--- src/rtl/pic_interrupt_sequencer.sv ---
// 8259A interrupt sequencer: INT request, two-pulse INTA acknowledge, OCW2 EOI/rotation decode.
// Optional AUTO_EOI_EN: automatic EOI (and rotate-in-AEOI) one cycle after the vector is driven.
module pic_interrupt_sequencer #(
  parameter int NUM_IR = 8
) (
  input  logic              clk,
  input  logic              reset,
  input  logic [NUM_IR-1:0] request_highest,
  input  logic [NUM_IR-1:0] highest_level_in_service,
  input  logic              inta_pulse,
  input  logic              ocw2_write,
  input  logic [7:0]        ocw2_data,
  input  logic [4:0]        vector_base,
  output logic              int_out,
  output logic [NUM_IR-1:0] interrupt,
  output logic              latch_ISR,
  output logic [NUM_IR-1:0] clear_irr,
  output logic [NUM_IR-1:0] end_interrupt,
  output logic [2:0]        priority_rotate,
  output logic [7:0]        data_out,
  output logic              data_out_en
);

  // state | meaning
  // IDLE  | waiting for a request that beats the in-service level
  // REQ   | INT raised, waiting for first INTA
  // ACK1  | level latched, waiting for second INTA to drive the vector
  typedef enum logic [1:0] {IDLE, REQ, ACK1} state_t;

  state_t            state, state_next;
  logic [NUM_IR-1:0] acked, acked_next;
  logic [NUM_IR-1:0] interrupt_next, clear_irr_next, end_interrupt_next;
  logic              latch_next, data_out_en_next;
  logic [7:0]        data_out_next;
  logic [2:0]        rotate_next;
  logic [2:0]        acked_level;
  logic              win;
  logic              unused_ocw2_bits;

  function automatic logic [2:0] level_of(input logic [NUM_IR-1:0] v);
    logic [2:0] r;
    r = '0;
    for (int i = 0; i < NUM_IR; i++)
      if (v[i]) r = 3'(i);
    return r;
  endfunction

  function automatic logic [2:0] rank_of(input logic [NUM_IR-1:0] v, input logic [2:0] rot);
    return level_of(v) - rot - 3'd1;
  endfunction

  assign unused_ocw2_bits = ^ocw2_data[4:3];
  assign int_out          = (state == REQ);
  // A withdrawn request (spurious cycle) reports level 7.
  assign acked_level      = (acked == '0) ? 3'd7 : level_of(acked);
  assign win = (request_highest != '0) &&
               ((highest_level_in_service == '0) ||
                (rank_of(request_highest, priority_rotate) <
                 rank_of(highest_level_in_service, priority_rotate)));

`ifdef AUTO_EOI_EN
  logic aeoi_due, aeoi_due_next;
  logic aeoi_rotate, aeoi_rotate_next;
`endif

  always_comb begin
    state_next         = state;
    acked_next         = acked;
    latch_next         = 1'b0;
    interrupt_next     = '0;
    clear_irr_next     = '0;
    data_out_next      = '0;
    data_out_en_next   = 1'b0;
    end_interrupt_next = '0;
    rotate_next        = priority_rotate;
`ifdef AUTO_EOI_EN
    aeoi_due_next    = 1'b0;
    aeoi_rotate_next = aeoi_rotate;
`endif

    case (state)
      IDLE: if (win) state_next = REQ;
      REQ: if (inta_pulse) begin
        acked_next     = request_highest;
        latch_next     = (request_highest != '0);
        interrupt_next = request_highest;
        clear_irr_next = request_highest;
        state_next     = ACK1;
      end
      ACK1: if (inta_pulse) begin
        data_out_next    = {vector_base, acked_level};
        data_out_en_next = 1'b1;
        state_next       = IDLE;
`ifdef AUTO_EOI_EN
        aeoi_due_next    = 1'b1;
`endif
      end
      default: state_next = IDLE;
    endcase

`ifdef AUTO_EOI_EN
    // Automatic EOI first, so an explicit OCW2 rotation in the same cycle wins.
    if (aeoi_due) begin
      end_interrupt_next = acked;
      if (aeoi_rotate && acked != '0) rotate_next = acked_level;
    end
`endif

    if (ocw2_write) begin
      case (ocw2_data[7:5])
        3'b001: end_interrupt_next = end_interrupt_next | highest_level_in_service;
        3'b011: end_interrupt_next = end_interrupt_next | (NUM_IR'(1) << ocw2_data[2:0]);
        3'b101: begin
          end_interrupt_next = end_interrupt_next | highest_level_in_service;
          if (highest_level_in_service != '0) rotate_next = level_of(highest_level_in_service);
        end
        3'b111: begin
          end_interrupt_next = end_interrupt_next | (NUM_IR'(1) << ocw2_data[2:0]);
          rotate_next        = ocw2_data[2:0];
        end
        3'b110: rotate_next = ocw2_data[2:0];
`ifdef AUTO_EOI_EN
        3'b100: aeoi_rotate_next = 1'b1;
        3'b000: aeoi_rotate_next = 1'b0;
`endif
        default: ;
      endcase
    end
  end

  always_ff @(posedge clk) begin
    if (reset) begin
      state           <= IDLE;
      acked           <= '0;
      latch_ISR       <= 1'b0;
      interrupt       <= '0;
      clear_irr       <= '0;
      end_interrupt   <= '0;
      priority_rotate <= 3'd7;
      data_out        <= '0;
      data_out_en     <= 1'b0;
`ifdef AUTO_EOI_EN
      aeoi_due        <= 1'b0;
      aeoi_rotate     <= 1'b0;
`endif
    end else begin
      state           <= state_next;
      acked           <= acked_next;
      latch_ISR       <= latch_next;
      interrupt       <= interrupt_next;
      clear_irr       <= clear_irr_next;
      end_interrupt   <= end_interrupt_next;
      priority_rotate <= rotate_next;
      data_out        <= data_out_next;
      data_out_en     <= data_out_en_next;
`ifdef AUTO_EOI_EN
      aeoi_due        <= aeoi_due_next;
      aeoi_rotate     <= aeoi_rotate_next;
`endif
    end
  end

endmodule

--- config.mk ---
export PLATFORM = sky130hd
export DESIGN_NAME = pic_interrupt_sequencer
export DESIGN_NICKNAME = d
export VERILOG_FILES = /design/src/rtl/pic_interrupt_sequencer.sv
export SDC_FILE = /design/constraint.sdc
export NUM_CORES = 1
export LEC_CHECK = 0
export CORE_UTILIZATION = 40
export CTS_BUF_LIST = sky130_fd_sc_hd__clkbuf_8
export CTS_CLUSTER_DIAMETER = 60
export DETAILED_ROUTE_END_ITERATION = 7
export PLACE_DENSITY = 0.78
export SYNTH_ARGS = -nofsm -noshare
export SYNTH_HDL_FRONTEND = slang
export SYNTH_SLANG_ARGS = --single-unit
--- constraint.sdc ---
create_clock -name clk -period 2 [get_ports clk]
set_input_delay 0.3 -clock clk [delete_from_list [all_inputs] [get_ports clk]]
set_output_delay 0.3 -clock clk [all_outputs]
set_load 0.05 [all_outputs]
# ---- After elaboration in Yosys (flattened, before gate mapping)
# Cells that the tools add are included.
dict set report totals {
  reg_bits 39
  inputBits 33
  out_inout_bits 38
}
dict set report classes {
  add_sub_neg 4
  shift 1
  magnitude_cmp 1
  eq_ne 11
  muxes 30
  n_reduce_logical 18
  n_bitwise 4
}
# cell count
set op_table {}
lappend op_table {{two-way mux 3 bit} 18}
lappend op_table {{logical NOT 8 bit} 2}
lappend op_table {{case mux 8 bit (2 select lines)} 1}
lappend op_table {{nonzero test 8 bit} 2}
lappend op_table {{two-way mux 2 bit} 5}
lappend op_table {{OR reduction 2 bit} 5}
lappend op_table {{== test 3 bit, second input constant} 3}
lappend op_table {{inequality test 2 bit, second input constant} 4}
lappend op_table {{left shift 1 x 3 -> 8 bit, first input constant} 1}
lappend op_table {{case mux 2 bit (3 select lines)} 1}
lappend op_table {{case mux 3 bit (2 select lines)} 1}
lappend op_table {{AND reduction 3 bit} 2}
lappend op_table {{OR reduction 3 bit} 2}
lappend op_table {{subtractor 3 x 1 -> 3 bit, second input constant} 2}
lappend op_table {{subtractor 3 bit} 2}
lappend op_table {{two-way mux 1 bit} 4}
lappend op_table {{NOT 1 bit} 4}
lappend op_table {{== test 3 x 1 -> 1 bit, second input constant} 1}
lappend op_table {{== test 3 x 2 -> 1 bit, second input constant} 1}
lappend op_table {{< comparator 3 bit} 1}
lappend op_table {{== test 2 x 1 -> 1 bit, second input constant} 1}
lappend op_table {{== test 2 bit, second input constant} 1}
lappend op_table {{logical NOT 2 bit} 1}
lappend op_table {{AND reduction 2 bit} 1}
lappend op_table {{other kinds (3)} 3}

# ---- Depth between registers and ports, before layout
# Gate-level depths: netlist of run 1.
dict set report depth {
  word_depth 14
  mapped_depth 12
}

# ---- Least setup slack after synthesis of run 1
# Ideal clock, no wire load.
dict set report synth_timing {
  path_type {reg2reg}
  start {reg priority_rotate[0]}
  end {reg state[0]}
  setup_ps 57
  stages_incl_launch_ff 10
  n_path_buf 0
  arrival_time_ps 2280
  path_slack_ps -338
  cell_sequence {dfxtp_1 -> inv_1 -> ha_1 -> fa_1 -> xnor2_1 -> xnor2_1 -> ha_1 -> a211o_1 -> o211ai_1 -> a21o_1}
}
dict set report synth_via {
  elab_chain_cells 7
  word_cells_on_any_way 9
  cone_classes {4 x add/sub; 1 x order compare; 1 x eq/ne; 3 x reduce/logical}
}
# item line_no
set synth_rtl {}
lappend synth_rtl {{from (decl)} 19} ;# output logic [2:0] priority_rotate,
lappend synth_rtl {{from (signal assigned)} 153} ;# priority_rotate <= rotate_next;
lappend synth_rtl {{subtractor 3 bit} 49} ;# return level_of(v) - rot - 3'd1;
lappend synth_rtl {{subtractor 3 x 1 -> 3 bit} 49}
lappend synth_rtl {{< comparator 3 bit *} 58} ;# (rank_of(request_highest, priority_rotate) <
lappend synth_rtl {{logical OR 1 bit *} 57} ;# ((highest_level_in_service == '0) ||
lappend synth_rtl {{logical AND 1 bit *} 56} ;# assign win = (request_highest != '0) &&
lappend synth_rtl {{inequality test 2 bit (no line) *} n/a}
lappend synth_rtl {{AND reduction 3 bit (no line) *} n/a}
lappend synth_rtl {{to (signal assigned)} 147} ;# state <= state_next;
lappend synth_rtl {{to (decl)} 30} ;# state_t state, state_next;
# Mark *: on every way between the ends. The rest lies on a longest branch, timed or not.
# A chain may end at the register's enable or synchronous reset.

# ---- Worst setup path in the final report of run 1
dict set report layout_timing {
  start {in highest_level_in_service[2]}
  end {reg state[0]}
}
dict set report layout_via {
  elab_chain_cells 13
  word_cells_on_any_way 14
  cone_classes {2 x add/sub; 1 x order compare; 1 x eq/ne; 6 x mux; 4 x reduce/logical}
}
# item line_no
set layout_rtl {}
lappend layout_rtl {{from (decl)} 9} ;# input logic [NUM_IR-1:0] highest_level_in_service,
lappend layout_rtl {{two-way mux 3 bit (5 in series)} 44} ;# if (v[i]) r = 3'(i);
lappend layout_rtl {{two-way mux 3 bit} n/a}
lappend layout_rtl {{subtractor 3 bit} 49}
lappend layout_rtl {{subtractor 3 x 1 -> 3 bit} 49}
lappend layout_rtl {{< comparator 3 bit} 58}
lappend layout_rtl {{logical OR 1 bit *} 57}
lappend layout_rtl {{logical AND 1 bit *} 56}
lappend layout_rtl {{inequality test 2 bit (no line) *} n/a}
lappend layout_rtl {{AND reduction 3 bit (no line) *} n/a}
# Marked as above.

==> impl_metrics.toml, run 1 <==
[route]
firstDrtPassIters = 4
postRouteAntennaNets = 0
route.detailed.drc = 0
wire_per_inst_um = 13.8
drtIter0Drc = 88
wirelength_um = 4610
vias = 1705
viasPerCell = 5.09

[setup_path]
path_class = "input port to register"
endpoint_kind = "register"
r2r_slack_ns = 0.09
required_ns = 2.24
path_max_fanout = 2
start_kind = "input port"
startpoint = "highest_level_in_service[2]"
cp.arrival_ns = 2.26
regToRegStartpoint = "priority_rotate[0]$_SDFFE_PP1P_"

[cells_and_area]
layout.nets = 323
utilization_pct = 68.4
instances_no_fill = 335
antennaDiodeCount = 0
area_growth_syn_to_layout_pct = 58.5
design_area_um2 = 2830
layout-drive-gt1-share_pct = 24.2
layout_commonest_cell = "clkdlybuf4s50_1"
final_cell_mix = "clkdlybuf4s50_1, dfxtp_1, buf_4, nor2_1, nand2_1"

[grt]
antenna_found_initial = 0
grt_pass1_wl_um = 7120
overflow = 0
first_global_vias = 1590
grt_max_degree = 13
track_usage_pct = 20.7

[sta]
slew_viol_final = 0
setup_ws_ns = -0.0157
skew_ns = 0.00400
setup_violations = 1
timing.fmax_mhz = 496
finalSetupTns_ns = -0.0157
finalHoldViolCount = 0
fin_crit_ns = 2.02
slew_headroom_pct = 62.7
period_share_pct = 101
rsz0062_at_grt = "true"
fin_hold_ws_ns = 0.329
max_slew.worst_pin.slew_ns = 0.558

[placement]
place_inst = 326
hpwl_um = 3450
dpl_cell_area_um2 = 2650
gp_congestion = 0.892
post-place-ws_ns = -0.708
portBuffers = 68

[synthesis]
synth-warning-count = 0
ys_seq_area_share_pct = 43.7
synth-edff-count = 0
synth_seq_cells = 39
synthesis.instances = 200
yosysTopAreaCell = "dfxtp_1"
synth_area_leaders = "dfxtp_1, nor2_1, and2_1"
synth_flop_cell = "dfxtp_1"
synth_fp_nets = 239
synth.top_cell.area_share_pct = 43.7
synth_cell_types = 42
avgSynthCellArea_um2 = 8.94
syn_area_um2 = 1790
synth-async-reset-ratio_pct = 0

[pwr]
power_switching_mw = 0.665
p_per_area_nw_per_um2 = 769
combinationalPowerShare_pct = 29.2
seq_power_share_pct = 39.5
leakage_nw = 1.15
p_int_mw = 1.52
peakVddDrop_mv = 0.430
p_sw_share_pct = 30.5
clkPwrFrac_pct = 31.2
total_power_mw = 2.18

[floorplanning]
fp.dieH_um = 68.9
core_um2 = 4140
die_w_um = 68.9
initial_core_util_pct = 43.1
rows = 23
die_area_um2 = 4740
num_io_pins = 71

[run_status]
violations = "negative setup slack"
outcome = "finished, violations left"

[min_path]
hold_path.class = "input port to register"
hp-start = "request_highest[2]"

[clocking]
clock_path_buffers = 2
clk_pin_slew_ns = 0.07
cts_buffers = 5
cts-htree-levels = 2
clk_latency_ns = 0.29
cts_tree = "built"
cts_root_buf = "clkbuf_8"
clock-sinks = 39

[flow_run]
drv_cap = 0
[state kept, by name (all words and copies together), names as in the netlist]
| register | cells |
|---|---|
| clear_irr | 8 |
| end_interrupt | 8 |
| data_out_en | 1 |
| latch_ISR | 1 |
| state | 2 |
| priority_rotate | 3 |
| data_out | 8 |
| acked | 8 |
[worst max-delay path, cell delays in order]
cell and delay, ns:
buf_6 0.09, nand2b_4 0.13, a221oi_4 0.24, or2_1 0.16
ha_2 0.17, fa_2 0.43, inv_2 0.08, ha_4 0.18
a211o_1 0.25, o211ai_1 0.08, a21o_1 0.13
[worst paths after layout]
kind                             endpoint  depth (start not counted)
hold / removal    clear_irr[2]$_SDFF_PP0_                          3
setup reg to reg    state[0]$_SDFFE_PP0P_                          9
hold reg to reg     acked[4]$_SDFFE_PP0P_                          2
setup / recovery    state[0]$_SDFFE_PP0P_                         11
[area by class of cell]
cell class              count  area, um2
inverters                   8       30.0
clock inverters             2       35.0
repair buffers             93        866
well taps                  50       62.6
flip-flops and latches     39        783
fillers                   334       1310
clock buffers               6       82.6
multi-input cells         137        975
[cells by family after synthesis]
| family | share of synthesized area (%) |
|---|---|
| AND/OR/NAND/NOR | 26.7 |
| AO/OA/AOI/OAI | 14.6 |
| flip-flops | 43.7 |
| buffers and inverters | 6.93 |
| adder cells (fa/ha/maj) | 5.04 |
| XOR/XNOR | 1.96 |
| multiplexers | 1.12 |
[cells in the mapped netlist (2+ instances only)]
cell type,count
a32oi_1,2
or2_2,2
nor4_2,2
a21oi_1,14
nor2b_1,5
fa_1,2
a22oi_1,6
nand2_1,15
and3_1,2
mux2i_1,2
inv_1,8
clkbuf_1,5
nor2_1,23
dfxtp_1,39
nand2b_1,5
buf_4,8
ha_1,4
nand3_1,10
o21bai_1,4
o31ai_1,3
nor4_1,2
buf_2,3
and2_1,13
xnor2_1,3
[layer usage]
metal | wire length [um] | up-vias | share of wire [%] | global-route usage [%]
li1 | - | 841 | - | -
met1 | 2070 | 816 | 45 | 26.3
met2 | 2270 | 42 | 49 | 34.3
met4 | 63 | 0 | 1.4 | 7.65
met3 | 210 | 6 | 4.6 | 4.11
met5 | 0 | - | 0 | 0
[power groups by stage]
| stage | clock [mW] | combinational, mW | sequential, mW |
|---|---|---|---|
| 2_1_floorplan | 0 | 0.285 | 0.953 |
| 3_3_place_gp | 0 | 0.601 | 0.878 |
| 3_5_place_dp | 0 | 0.610 | 0.880 |
| 4_1_cts | 0.690 | 0.628 | 0.862 |
| 5_1_grt | 0.720 | 0.683 | 0.870 |
| 6_report | 0.681 | 0.637 | 0.862 |
[repair_timing]
action,CTS,global route
gates resized for setup,59,5
hold buffers,0,0
setup buffers,1,0
pin swaps,15,12
endpoints found under the setup margin,1,1
Note: power is estimated with default switching activity, not from simulation.
==> inputs of run 2 (changes only) <==
CTS_CLUSTER_SIZE = 12   (was not set)
==> results of run 2 <==
The final DEF is identical to that of run 1; final timing and power are the same.
==> inputs of run 3 (changes only) <==
CORE_ASPECT_RATIO = 1.4   (was not set)
CORE_UTILIZATION = 48   (was 40)
PLACE_DENSITY = 0.87   (was 0.78)
REMOVE_ABC_BUFFERS = 1   (was not set)
clock period = 2.6 ns   (was 2 ns; I/O delays follow)
==> run 3 against run 2 <==
  * The flow now finishes without violations
  * Cell count decreased by 4.5%
  * Hold slack improved by 0.14 ns
  * Total power decreased by 25%
  * Register-to-register slack improved by 0.47 ns
  * Routed wire length increased by 1.2%
  * Clock power decreased by 27%
  * Critical path depth increased by 1
  * First-iteration DRC count decreased by 19%
  * Non-clock buffer count decreased by 5
  * Critical path type unchanged
  * Largest power group unchanged
==> impl_metrics.toml, run 3 (same netlist as run 1, synthesis figures left out) <==
[floorplanning]
die_area_um2 = 3980
num_io_pins = 71
die_w_um = 53.6
fp.dieH_um = 74.2
rows = 25
initial_core_util_pct = 51.5
core_um2 = 3470

[route]
postRouteAntennaNets = 0
wire_per_inst_um = 14.6
route.detailed.drc = 0
wirelength_um = 4660
dr.max_layer_used = "met4"
met3_length_um = 179
firstDrtPassIters = 4
wl_met1_um = 1580
drtIter0Drc = 71
wl_met2_um = 2830
viasPerCell = 5.33
vias = 1705

[setup_path]
path_class = "input port to register"
start_kind = "input port"
critPathSlowestCell = "clkdlybuf4s50_1"
slowest_delay_ns = 0.43
critPathTopFamily = "adder cells"
path_max_fanout = 2
cp.arrival_ns = 2.69
required_ns = 2.79
path_buf_inv = 2
path_cells = "clkdlybuf4s50_1, nor2_2, a221oi_2, or2_1, ha_2, fa_2, xor2_1, xnor2_1, ha_2, buf_4, o211ai_1, a21o_1"
cpMostUsedCell = "ha_2"
endpoint_kind = "register"

[clocking]
clock-sinks = 39
clock_path_buffers = 2
clk_pin_slew_ns = 0.07
cts_root_buf = "clkbuf_8"
cts-htree-levels = 2
cts_buffers = 5
post-cts-setup-buffer-count = 0
clk_latency_ns = 0.30
ctsHoldBuffers = 0
cts_tree = "built"

[placement]
portBuffers = 68
hpwl_um = 3450
gp_congestion = 0.848

[grt]
grt_max_degree = 14
first_global_vias = 1669
grt_pass1_wl_um = 7090
track_usage_pct = 25.4
overflow = 0
antenna_found_initial = 0

[sta]
skew_ns = 0.00906
finalHoldViolCount = 0
period_share_pct = 96.5
slew_headroom_pct = 66.0
max_slew.worst_pin.slew_ns = 0.509
slew_viol_final = 0
timing.fmax_mhz = 399
fin_crit_ns = 2.51
setup_violations = 0

[cells_and_area]
layout-drive-gt1-share_pct = 16.8
area_growth_syn_to_layout_pct = 54.0
utilization_pct = 79.3
layout.nets = 318
final_cell_mix = "clkdlybuf4s50_1, dfxtp_1, nor2_1, buf_4, nand2_1"
layout_commonest_cell = "clkdlybuf4s50_1"
antennaDiodeCount = 0

[pwr]
p_per_area_nw_per_um2 = 592
peakVddDrop_mv = 0.592
leakage_nw = 1.14
total_power_mw = 1.63

[min_path]
hold_path.class = "input port to register"

[run_status]
outcome = "finished clean"

[flow_run]
drv_cap = 0
-- run 3: timing repair --
action                     in CTS  in global routing
setup endpoints to repair       1                  1
resized for setup               1                 14
pin swaps                       0                  7
-- run 3: report_power, final --
| group | switching, mW | total, mW | internal, mW | leakage [nW] |
|---|---|---|---|---|
| clock network | 0.212 | 0.497 | 0.285 | 0.0581 |
| registers | 0.0281 | 0.664 | 0.636 | 0.316 |
| logic | 0.263 | 0.468 | 0.205 | 0.765 |
-- run 3: area by class of cell --
type	count	area, um2
clock buffer	5	68.8
clock inverter	3	43.8
inverter	8	30.0
timing repair buffer	88	841
multi-input combinational	137	940
tap	40	50.0
sequential	39	781
fill	228	718
-- run 3: worst paths after layout --
kind / startpoint / endpoint / slack [ns] / cells past startpoint
worst max-delay path: highest_level_in_service[3] / state[0]$_SDFFE_PP0P_ / 0.09 / 12
worst min-delay path: request_highest[2] / clear_irr[2]$_SDFF_PP0_ / 0.47 / 3
worst max register to register: priority_rotate[0]$_SDFFE_PP1P_ / state[0]$_SDFFE_PP0P_ / 0.56 / 9
worst min register to register: acked[5]$_SDFFE_PP0P_ / acked[5]$_SDFFE_PP0P_ / 0.48 / 2
-- run 3: metrics by stage --
step	setup WS, ns	cell area, um2	hold slack [ns]	cells	TNS (ns)
after floorplan	0.262	1690	0.440	184	0
after global placement	-0.246	2570	0.461	312	-0.246
after detailed placement	-0.305	2570	0.476	312	-0.305
after CTS	0.00158	2700	0.487	320	0
after global routing	-0.0272	2750	0.489	320	-0.0272
final	0.0917	2750	0.473	320	0
-- run 3: routing by layer --
metal,track usage [%],up-vias
li1,-,831
met1,22.2,814
met2,51.0,55
met3,6.34,5
met4,11.4,0
met5,0,-
-- run 3: tightest hold or removal path, stage by stage --
cell            delay, ns
dlymetal6s2s_1       0.11
buf_4                0.13
and2_1               0.11
